<file path="config.mk">
export PLATFORM = sky130hd
export DESIGN_NAME = dht_uart_responder
export DESIGN_NICKNAME = d
export VERILOG_FILES = /design/src/rtl/dht_uart_responder.sv
export SDC_FILE = /design/constraint.sdc
export NUM_CORES = 1
export LEC_CHECK = 0
export CAP_MARGIN = 0
export CORE_MARGIN = 2
export CORE_UTILIZATION = 47
export DETAILED_ROUTE_END_ITERATION = 8
export DONT_BUFFER_PORTS = 1
export PLACE_DENSITY = 0.73
export SYNTH_ARGS = -nofsm -noshare
export SYNTH_HDL_FRONTEND = slang
export SYNTH_SLANG_ARGS = --single-unit
export TNS_END_PERCENT = 10
</file>
<file path="constraint.sdc">
create_clock -name CLK -period 3.7 [get_ports CLK]
set_input_delay 0.37 -clock CLK [delete_from_list [all_inputs] [get_ports CLK]]
set_output_delay 0.37 -clock CLK [all_outputs]
set_load 0.1 [all_outputs]
</file>
<file path="src/rtl/dht_uart_responder.sv">
// dht_uart_responder: command/response bridge between the UART RX/TX and the
// DHT11 reader. A known command triggers one acquisition, the five sensor
// bytes are checksum-validated, and a 2-byte reply (status, data) is streamed
// to the UART TX over a valid/ready handshake.
`timescale 1ns/1ps

module dht_uart_responder #(
  parameter int TIMEOUT_CYC = 5000000,
  parameter int CNT_W       = 23
) (
  input  logic       CLK,
  input  logic       RST,
  input  logic [7:0] CMD_DATA,
  input  logic       CMD_VALID,
  output logic       SENS_START,
  input  logic       SENS_DONE,
  input  logic       SENS_ERR,
  input  logic [7:0] HUM_INT,
  input  logic [7:0] HUM_FLOAT,
  input  logic [7:0] TEMP_INT,
  input  logic [7:0] TEMP_FLOAT,
  input  logic [7:0] CRC,
  output logic [7:0] TX_DATA,
  output logic       TX_VALID,
  input  logic       TX_READY,
  output logic       BUSY
);

  typedef enum logic [2:0] {
    IDLE, TRIG, WAIT, CHECK, SEND_ST, SEND_DT
  } state_t;

  localparam logic [7:0] ST_OK      = 8'h00;
  localparam logic [7:0] ST_SENSERR = 8'h1F;
  localparam logic [7:0] ST_CRCERR  = 8'h2E;
  localparam logic [7:0] ST_TIMEOUT = 8'h2F;
  localparam logic [7:0] ST_UNKNOWN = 8'hFF;

  localparam logic [CNT_W-1:0] CNT_LAST = CNT_W'(TIMEOUT_CYC - 1);

  state_t           state, state_nx;
  logic [CNT_W-1:0] cnt;
  logic [7:0]       cmd_q, status_q, data_q;
  logic [7:0]       hi_q, hf_q, ti_q, tf_q, crc_q;
  logic             err_q;
  logic [9:0]       sum;
  logic [7:0]       sel_byte;

  function automatic logic is_known(input logic [7:0] c);
    return (c == 8'h01) || (c == 8'h02) || (c == 8'h03) || (c == 8'h04);
  endfunction

  // Checksum over the captured bytes; the carry out of bit 7 is dropped on purpose.
  assign sum = {2'b00, hi_q} + {2'b00, hf_q} + {2'b00, ti_q} + {2'b00, tf_q};

  // Reply data byte chosen by the latched command.
  always_comb begin
    // NOTE: every combinational output gets a default first so no path leaves it unassigned (no latch).
    sel_byte = 8'h00;
    case (cmd_q)
      8'h01:   sel_byte = ti_q;
      8'h02:   sel_byte = hi_q;
      8'h03:   sel_byte = tf_q;
      8'h04:   sel_byte = hf_q;
      default: sel_byte = 8'h00;
    endcase
  end

  // State register; reset aborts any transaction in flight.
  always_ff @(posedge CLK or posedge RST) begin
    // NOTE: sequential state uses non-blocking assignments so all flops update together.
    if (RST) state <= IDLE;
    else     state <= state_nx;
  end

  // Next-state logic.
  always_comb begin
    state_nx = state;
    case (state)
      IDLE:    if (CMD_VALID) state_nx = is_known(CMD_DATA) ? TRIG : SEND_ST;
      TRIG:    state_nx = WAIT;
      WAIT:    if (SENS_DONE)           state_nx = CHECK;
               else if (cnt == CNT_LAST) state_nx = SEND_ST;
      CHECK:   state_nx = SEND_ST;
      SEND_ST: if (TX_READY) state_nx = SEND_DT;
      SEND_DT: if (TX_READY) state_nx = IDLE;
      default: state_nx = IDLE;
    endcase
  end

  // Outputs decoded purely from state, so an async reset drops them at once.
  always_comb begin
    SENS_START = 1'b0;
    TX_VALID   = 1'b0;
    TX_DATA    = 8'h00;
    BUSY       = (state != IDLE);
    case (state)
      TRIG:    SENS_START = 1'b1;
      SEND_ST: begin TX_VALID = 1'b1; TX_DATA = status_q; end
      SEND_DT: begin TX_VALID = 1'b1; TX_DATA = data_q;   end
      default: ;
    endcase
  end

  // Datapath: command latch, timeout counter, sensor capture and reply bytes.
  always_ff @(posedge CLK or posedge RST) begin
    if (RST) begin
      cnt      <= '0;
      cmd_q    <= 8'h00;
      status_q <= 8'h00;
      data_q   <= 8'h00;
      hi_q     <= 8'h00;
      hf_q     <= 8'h00;
      ti_q     <= 8'h00;
      tf_q     <= 8'h00;
      crc_q    <= 8'h00;
      err_q    <= 1'b0;
    end else begin
      case (state)
        IDLE: if (CMD_VALID) begin
          cmd_q <= CMD_DATA;
          if (!is_known(CMD_DATA)) begin
            status_q <= ST_UNKNOWN;
            data_q   <= CMD_DATA;
          end
        end
        TRIG: cnt <= '0;
        WAIT: begin
          if (SENS_DONE) begin
            hi_q  <= HUM_INT;
            hf_q  <= HUM_FLOAT;
            ti_q  <= TEMP_INT;
            tf_q  <= TEMP_FLOAT;
            crc_q <= CRC;
            err_q <= SENS_ERR;
          end else if (cnt == CNT_LAST) begin
            status_q <= ST_TIMEOUT;
            data_q   <= 8'h00;
          end else begin
            cnt <= cnt + 1'b1;
          end
        end
        CHECK: begin
          if (err_q) begin
            status_q <= ST_SENSERR;
            data_q   <= 8'h00;
          end else if (sum[7:0] != crc_q) begin
            status_q <= ST_CRCERR;
            data_q   <= 8'h00;
          end else begin
            status_q <= ST_OK;
            data_q   <= sel_byte;
          end
        end
        default: ;
      endcase
    end
  end

endmodule

</file>
==> results.sh <==
export IMPL_worst_pin_slew_ns=1.14
export IMPL_place_area_um2=5120
export IMPL_start_util_pct=48.1
export IMPL_grt_pass1_wl_um=17700
export IMPL_via_per_inst=5.65
export IMPL_ys_flop_type="dfrtp_1"
export IMPL_ys_warn_count=0
export IMPL_dr_first_iter_drc_count=210
export IMPL_nFillCells=899
export IMPL_cts_sinks=88
export IMPL_netlist_top_cell_by_area="dfrtp_1"
export IMPL_synth_adder_area_share_pct=7.70
export IMPL_grt_max_degree=61
export IMPL_fin_nets=544
export IMPL_min_path_type="in2reg"
export IMPL_start_kind="flop"
export IMPL_min_period_ns=3.36
export IMPL_synth_edff_count=0
export IMPL_drv_slew=0
export IMPL_holdCritStartpoint="CMD_DATA[1]"
export IMPL_die_w_um=107
export IMPL_cts_setup_buffers=0
export IMPL_postRouteAntennaNets=0
export IMPL_maxSlewHeadroom_pct=23.3
export IMPL_insertion_delay_ns=0.37
export IMPL_drc=0
export IMPL_hold_viol=0
export IMPL_cts_tree="built"
export IMPL_cts_hold_fix_buffers=0
export IMPL_dieHeight_um=107
export IMPL_synth_xor_area_share_pct=6.38
export IMPL_antenna_found_initial=1
export IMPL_synthTopCellsByCount="dfrtp_1, nand2_1, nor2_1"
export IMPL_rows=37
export IMPL_first_global_vias=3590
export IMPL_syn_avg_cell_area_um2=10.6
export IMPL_cts_clk_slew_worst_paths_ns=0.09
export IMPL_synth_seq_area_share_pct=44.6
export IMPL_path_max_fanout=3
export IMPL_drive_gt1_share_pct=18.6
export IMPL_gp_congestion=0.826
export IMPL_ff_latch_area_um2=2200
export IMPL_multiInputGateArea_um2=2580
export IMPL_max_freq_mhz=298
export IMPL_cts_buffer_depth=2
export IMPL_muxShareOfSynthArea_pct=9.22
export IMPL_cts_buffers=9
export IMPL_n_antenna_cell=0
export IMPL_crit_type="reg2reg"
export IMPL_synth_simple_gate_area_share_pct=17.1
export IMPL_critical_path_arrival_ns=3.61
export IMPL_h_tree_depth=3
export IMPL_syn_inst=466
export IMPL_cts_resized=0
export IMPL_syn_area_um2=4940
export IMPL_synth_most_common_cell="dfrtp_1"
export IMPL_boundaryPins=65
export IMPL_tns_ns=0
export IMPL_fin_area_um2=5330
export IMPL_post_route_period_util_pct=90.8
export IMPL_netlist_top_cells_area="dfrtp_1, mux2_2, fa_1, nand2_1, xnor2_1"
export IMPL_r2r_start="hi_q[1]"
export IMPL_post_drt_wl_per_cell_um=17.4
export IMPL_clock_root_buffer="clkbuf_8"
export IMPL_rsz0062_at_grt="no"
export IMPL_drt_first_pass_iters=4
export IMPL_synth_top_cell_area_share_pct=44.6
export IMPL_syn_to_final_growth_pct=7.82
export IMPL_setup_violations=0
export IMPL_ys_ff_latch=88
export IMPL_grtUsageTotal_pct=20.0
export IMPL_status="complete, no violations"
export IMPL_syn_nets=542
export IMPL_grt_overflow=0
export IMPL_drt_total_wl_um=10600
export IMPL_required_ns=3.95
export IMPL_vias=3443
export IMPL_fp_coreArea_um2=10300
export IMPL_io_buffer_count=0
export IMPL_endpoint_kind="flop"
export IMPL_synth_compound_area_share_pct=11.2
export IMPL_fin_worst_skew_ns=0.0141
export IMPL_startpoint="hi_q[1]"
export IMPL_die_area_um2=11300
export IMPL_maxCapViolCount=0
export IMPL_synth_top_family_by_area="simple AND/OR/NAND/NOR gates"
export IMPL_dpl_hpwl_um=7930
export IMPL_synth_async_sr_flop_share_pct=100
export IMPL_synth_distinct_cells=60
-- sequential cells by signal, summed over array words and instances, names as in the netlist --
register	flops
crc_q	8
cnt	23
cmd_q	8
hf_q	8
data_q	8
tf_q	8
hi_q	8
err_q	1
state	3
ti_q	8
status_q	5
-- layer usage --
metal | global-route usage, % | part of all wire (%) | vias to the layer above
met1 | 26.7 | 45 | 1703
met5 | 0 | 0.12 | -
met2 | 30.9 | 46 | 96
li1 | - | - | 1625
met3 | 6.56 | 7.1 | 17
met4 | 6.68 | 1.5 | 2
-- critical path: stages (launching register included) --
cell and delay, ns:
dfrtp_1 0.42, fa_1 0.54, inv_1 0.05, fa_1 0.49, inv_1 0.04, ha_1 0.22
fa_1 0.50, xnor2_1 0.11, nand3_1 0.09, nor3_1 0.30, nand3_2 0.11, o32a_1 0.35
-- logic make-up after synthesis --
logic type,Yosys count
compound gates,75
xor+xnor,36
fa+ha+maj,22
buf+inv,43
flops,88
mux,41
simple gates,161
-- final timing paths --
path                               endpoint  slack (ns)  cells past startpoint
worst max-delay path            status_q[3]        0.34                     11
worst min-delay path               cmd_q[1]         0.1                      2
worst max register to register  status_q[3]        0.34                     11
worst min register to register     cmd_q[4]        0.49                      2
max in group asynchronous         data_q[1]        2.65                      2
min in group asynchronous           hi_q[7]        0.11                      1
-- layout by cell type (no fill, tap or decap), types with 8 or more instances in the layout --
cell      instances
dfrtp_1          88
nand2_1          58
nor2_1           37
mux2_2           36
xnor2_1          23
inv_1            22
fa_1             14
o21ai_0          13
xor2_1           13
nand3_1          12
clkbuf_8         11
buf_4            10
a221o_1           9
a21oi_1           8
a22oi_1           8
ha_1              8
-- final cells by class --
class	instances	area share, %
Sequential cell	88	41.3
Timing Repair Buffer	10	1.41
Multi-Input combinational cell	335	48.5
Inverter	24	1.71
Clock inverter	4	0.986
Clock buffer	12	2.91
Tap cell	136	3.19
-- per-stage QoR --
stage                     util [%]  hold WS (ns)  instances  setup WS (ns)
after floorplan                  -         0.438        466          0.333
after global placement        49.8         0.453        593          0.427
after detailed placement      49.8         0.466        593          0.346
after CTS                     51.8        0.0877        609          0.324
after global routing          51.8        0.0991        609          0.139
final                         51.8        0.0989        609          0.340
Power is not shown: default switching activity piles up to over one toggle a cycle in this logic, so the estimate is an artifact.
==> RTL change 1 (same flow settings) <==
Make the reset (`RST`) synchronous in 2 clocked blocks. Comments in the files are not updated.
--- a/src/rtl/dht_uart_responder.sv
+++ b/src/rtl/dht_uart_responder.sv
@@ -68,5 +68,5 @@
 
   // State register; reset aborts any transaction in flight.
-  always_ff @(posedge CLK or posedge RST) begin
+  always_ff @(posedge CLK) begin
     // NOTE: sequential state uses non-blocking assignments so all flops update together.
     if (RST) state <= IDLE;
@@ -104,5 +104,5 @@
 
   // Datapath: command latch, timeout counter, sensor capture and reply bytes.
-  always_ff @(posedge CLK or posedge RST) begin
+  always_ff @(posedge CLK) begin
     if (RST) begin
       cnt      <= '0;
Check against the original RTL: differs if RST is asserted again (counterexample within 4 cycles, from zero or initial values and one cycle with RST high); with RST held inactive, the same outputs for 10 cycles.
==> RTL change 1 against the original RTL <==
Clock skew increased by 0.0011 ns. Sequential cell count is the same. Sequential share of layout area down 6.9 points. Wire length is 12% higher. Setup slack got worse by 0.32 ns. Synthesized cell count increased by 25%. Cell area fell by 3.8%. Hold slack lost 0.043 ns. Synthesized area down 3.6%. Critical path type unchanged. Largest cell class unchanged.
==> RTL change 1: results (changes against the original RTL) <==
[logic_synthesis]
synth.net_count=660  ; +22%
synth_xor_xnor_area_share=0.06068  ; -0.003136
share_of_flip_flops_with_an_asynchronous_set_or_reset_after_synthesis=0  ; -1.000
synth_fa_ha_area_frac=0.07985  ; +0.002871
yosys_most_used_dff=sky130_fd_sc_hd__dfxtp_1
netlist_top_cells_area=sky130_fd_sc_hd__dfxtp_1 37%, sky130_fd_sc_hd__nand2_1 11%, sky130_fd_sc_hd__a21oi_1 6.9%, sky130_fd_sc_hd__fa_1 5.9%, sky130_fd_sc_hd__xnor2_1 3.9%
syn_avg_cell_area_sq_um=8.156  ; -23%
synth_seq_area_share=0.3698  ; -0.07584
ys_types=64  ; +6.7%
synth_common_cells=136 x sky130_fd_sc_hd__nand2_1, 88 x sky130_fd_sc_hd__dfxtp_1, 66 x sky130_fd_sc_hd__a21oi_1
muxShareOfSynthArea=0.01103  ; -0.08114
synth_compound_gate_area_share=0.1899  ; +0.07773

[layout]
registers.top_by_ff_count=cnt
post-route-cell-area_sq_um=5126  ; -3.8%
fill_cells=954  ; +6.1%
nNetsFinal=651  ; +20%
drive_gt1_frac=0.1052  ; -0.08087

[route]
drt_wl_total_mm=11.88  ; +12%
amount_of_wire_on_met2_after_detailed_routing_mm=5.264  ; +7.7%
first_iter_violations=318  ; +51%
drt_first_pass_iters=8  ; +4
vias_per_cell=5.784  ; +2.3%
highest-signal-layer=met4
vias=4124  ; +20%
met3WireLength_microns=551  ; -27%
wl_met1_mm=5.790  ; +21%

[placed_design]
post-place-cells=696  ; +17%
detailed_place_hpwl_mm=8.761  ; +11%
place_area_sq_um=4897  ; -4.3%
place_congestion=0.8652  ; +4.7%
place_ws_ns=-0.1357  ; -0.4819 ns

[global_routing]
global_route_wire_length_before_repair_mm=19.16  ; +8.6%
grt_max_degree=75  ; +23%
antenna_found_initial=0  ; -1
groute.usage.overall=0.2160  ; +0.01593
globalRouteMet2Util=0.3207  ; +0.01166
global_route.usage.met3=0.03369  ; -0.03192
grt_pass1_vias=3858  ; +7.5%
gr-usage-met1=0.3093  ; +0.04224

[outcome]
run_status=complete, no violations

[worst_setup_path]
reg2reg_setup_slack_ns=0.02  ; -0.32 ns
arrival_ns=3.97  ; +0.36 ns
path_max_fanout=5  ; +2

[timing]
hold_slack_ns=0.05586  ; -0.04300 ns
fin_worst_skew_ns=0.01519  ; +0.001110 ns
tightest_slew_ns=1.156  ; +0.01306 ns
timing.final.crit_period_ns=3.680  ; +0.3206 ns

[clock_tree]
inserted_clock_buffers=9  ; unchanged

RTL change 1: changes by cell type after synthesis, sizes merged, moves of 19 or more:
cell and delta:
dfxtp +88, mux2 -34, a21oi +53, clkbuf +19, dfrtp -88, nand2 +78
RTL change 1: worst max-delay path, stage by stage (launching register included):
cell and delay, ns:
sky130_fd_sc_hd__dfxtp_2 0.34, sky130_fd_sc_hd__fa_1 0.53, sky130_fd_sc_hd__inv_1 0.05, sky130_fd_sc_hd__fa_1 0.49, sky130_fd_sc_hd__inv_1 0.05, sky130_fd_sc_hd__ha_2 0.17, sky130_fd_sc_hd__fa_2 0.53, sky130_fd_sc_hd__xnor2_1 0.11
sky130_fd_sc_hd__nand2_1 0.08, sky130_fd_sc_hd__nor4_2 0.27, sky130_fd_sc_hd__and3b_1 0.21, sky130_fd_sc_hd__or4b_4 0.53, sky130_fd_sc_hd__o31ai_1 0.24
RTL change 1: worst paths after layout:
check | start | to | cells after the start
hold / removal | RST | crc_q[5] | 1
setup reg to reg | hi_q[1] | data_q[3] | 12
setup / recovery | hi_q[1] | data_q[3] | 12
hold reg to reg | cmd_q[5] | cmd_q[5] | 2
RTL change 1: area by class of cell:
type,count,area share
Tap cell,133,0.03246
Clock buffer,10,0.02490
Multi-Input combinational cell,445,0.5582
Sequential cell,88,0.3439
Clock inverter,6,0.009031
Timing Repair Buffer,12,0.01757
Inverter,19,0.01391
RTL change 1: what timing repair did:
action,CTS,global route
cloned,1,0
pin swaps,2,11
resized for setup,5,5
endpoints found under the setup margin,8,8
buffers inserted,0,0
RTL change 1: power by group:
| part | switching (mW) | leakage, nW | internal [mW] |
|---|---|---|---|
| sequential | 0.0699 | 0.714 | 1.00 |
| clock | 0.358 | 0.0824 | 0.246 |
| combinational | 0.427 | 0.986 | 0.156 |
| total | 0.855 | 1.78 | 1.41 |
==> RTL change 2 (same flow settings) <==
Made on the original files. `CNT_W`: 23 -> 46.
--- a/src/rtl/dht_uart_responder.sv
+++ b/src/rtl/dht_uart_responder.sv
@@ -7,5 +7,5 @@
 module dht_uart_responder #(
   parameter int TIMEOUT_CYC = 5000000,
-  parameter int CNT_W       = 23
+  parameter int CNT_W       = 46
 ) (
   input  logic       CLK,
Formal check against the unedited RTL: no difference found for any inputs over 10 cycles, from zero or initial values and one cycle with RST high; that may be too few to reach the edited logic, so the function may still have changed.
==> RTL change 2 against the original RTL <==
Count of clock-buffer cells in the layout decreased by 2. Synthesized area up 24%. Sequential cell count up 23. Sequential share of layout area rose by 0.25 points. Wire length grew 26%. Cell area up 25%. Setup slack worse by 0.098 ns. Largest cell class unchanged.
==> RTL change 2: results (changes against the original RTL) <==
[outcome]
run_status=complete, no violations

[placed_design]
detailed_place_hpwl_mm=9.870  ; +25%
place_area_sq_um=6360  ; +24%
place_congestion=0.8504  ; +2.9%
place_ws_ns=0.1047  ; -0.2415 ns
post-place-cells=745  ; +26%

[layout]
fill_cells=1126  ; +25%
nNetsFinal=661  ; +22%
finalNonFillerCells=762  ; +25%
drive_gt1_frac=0.1712  ; -0.01486
number_of_flip_flops_in_the_largest_register=46  ; +100%

[route]
met3WireLength_microns=918  ; +21%
wl_met1_mm=5.898  ; +24%
post_drt_wl_per_cell_microns=17.55  ; +0.90%
first_iter_violations=351  ; +67%
highest-signal-layer=met4
amount_of_wire_on_met2_after_detailed_routing_mm=6.367  ; +30%

[global_routing]
grt_max_degree=68  ; +11%
grt_pass1_vias=4483  ; +25%
antenna_found_initial=0  ; -1
global_route_wire_length_before_repair_mm=22.99  ; +30%
groute.usage.overall=0.2049  ; +0.004801

[logic_synthesis]
ys_types=55  ; -8.3%
synth_seq_area_share=0.4541  ; +0.008398
synth_common_cells=111 x sky130_fd_sc_hd__dfrtp_1, 57 x sky130_fd_sc_hd__nand2_1, 44 x sky130_fd_sc_hd__mux2_2
netlist_top_cells_area=sky130_fd_sc_hd__dfrtp_1 45%, sky130_fd_sc_hd__mux2_2 8.1%, sky130_fd_sc_hd__fa_1 4.6%, sky130_fd_sc_hd__xnor2_1 4.2%, sky130_fd_sc_hd__nand2_1 3.5%
post_synth_inst_count=580  ; +24%

[worst_setup_path]
path_max_fanout=9  ; +6
arrival_ns=3.68  ; +0.07 ns

[clock_tree]
htree_levels=3  ; unchanged
ctsRootBufferMaster=sky130_fd_sc_hd__clkbuf_16
clkTransAtPathRegs_ns=0.08

[timing]
fin_worst_skew_ns=0.008036  ; -0.006045 ns
slew_headroom=0.3655  ; +0.1320

[worst_hold_path]
holdCritPathClass=in2async

-- RTL change 2: worst max-delay path, stage by stage, from the launching register on --
cell	delay, ns
sky130_fd_sc_hd__dfrtp_1	0.42
sky130_fd_sc_hd__fa_1	0.55
sky130_fd_sc_hd__inv_1	0.05
sky130_fd_sc_hd__fa_1	0.49
sky130_fd_sc_hd__inv_1	0.04
sky130_fd_sc_hd__ha_1	0.22
sky130_fd_sc_hd__fa_1	0.40
sky130_fd_sc_hd__a21o_1	0.18
sky130_fd_sc_hd__a21oi_1	0.21
sky130_fd_sc_hd__xnor2_1	0.10
sky130_fd_sc_hd__nor3_1	0.25
sky130_fd_sc_hd__nand4_1	0.11
sky130_fd_sc_hd__buf_4	0.18
sky130_fd_sc_hd__a21boi_1	0.13
-- RTL change 2: final cells by class --
class	count	area, sq um	area share
Inverter	22	85.08	0.01274
Clock inverter	6	72.57	0.01087
Tap cell	172	215.2	0.03222
Multi-Input combinational cell	426	3177	0.4756
Sequential cell	111	2778	0.4159
Timing Repair Buffer	15	112.6	0.01686
Clock buffer	10	239.0	0.03578
-- RTL change 2: worst paths after layout --
| check | startpoint | to | slack (ns) | depth (start not counted) |
|---|---|---|---|---|
| max | hi_q[1] | status_q[3] | 0.24 | 13 |
| min | RST | cnt[40] | 0.05 | 1 |
| max reg2reg | hi_q[1] | status_q[3] | 0.24 | 13 |
| min reg2reg | status_q[4] | status_q[4] | 0.50 | 2 |
| max in group asynchronous | RST | cmd_q[5] | 2.77 | 2 |
| min in group CLK | HUM_FLOAT[6] | hf_q[6] | 0.13 | 2 |
-- RTL change 2: per-layer routing --
metal,global-route usage,vias to the layer above
li1,-,2055
met3,0.06008,17
met1,0.2716,2174
met4,0.06024,0
met5,0,-
met2,0.3262,120
-- RTL change 2: timing repair --
action	in CTS	in global routing
endpoints found under the hold margin	0	0
setup buffers	0	1
hold buffers	0	0
endpoints found under the setup margin	0	9
-- RTL change 2: where the power goes --
part | internal, mW | switching (mW) | total [mW]
clock | 0.554 | 0.463 | 1.02
combinational | 1.69 | 2.39 | 4.08
sequential | 1.59 | 0.431 | 2.02
-- RTL change 2: cells by family (layout without fill, tap and decap cells) --
kind of cell / after synthesis / after routing / share of synthesized area
xor gates and xnor gates: 46 / 46 / 0.06586
DFF: 111 / 111 / 0.4541
and+or+nand+nor: 217 / 217 / 0.1937
muxes: 61 / 61 / 0.1088
adders and majority gates: 22 / 22 / 0.06218
buffers and inverters: 43 / 53 / 0.03170
AOI/OAI and AO/OA: 80 / 80 / 0.08366
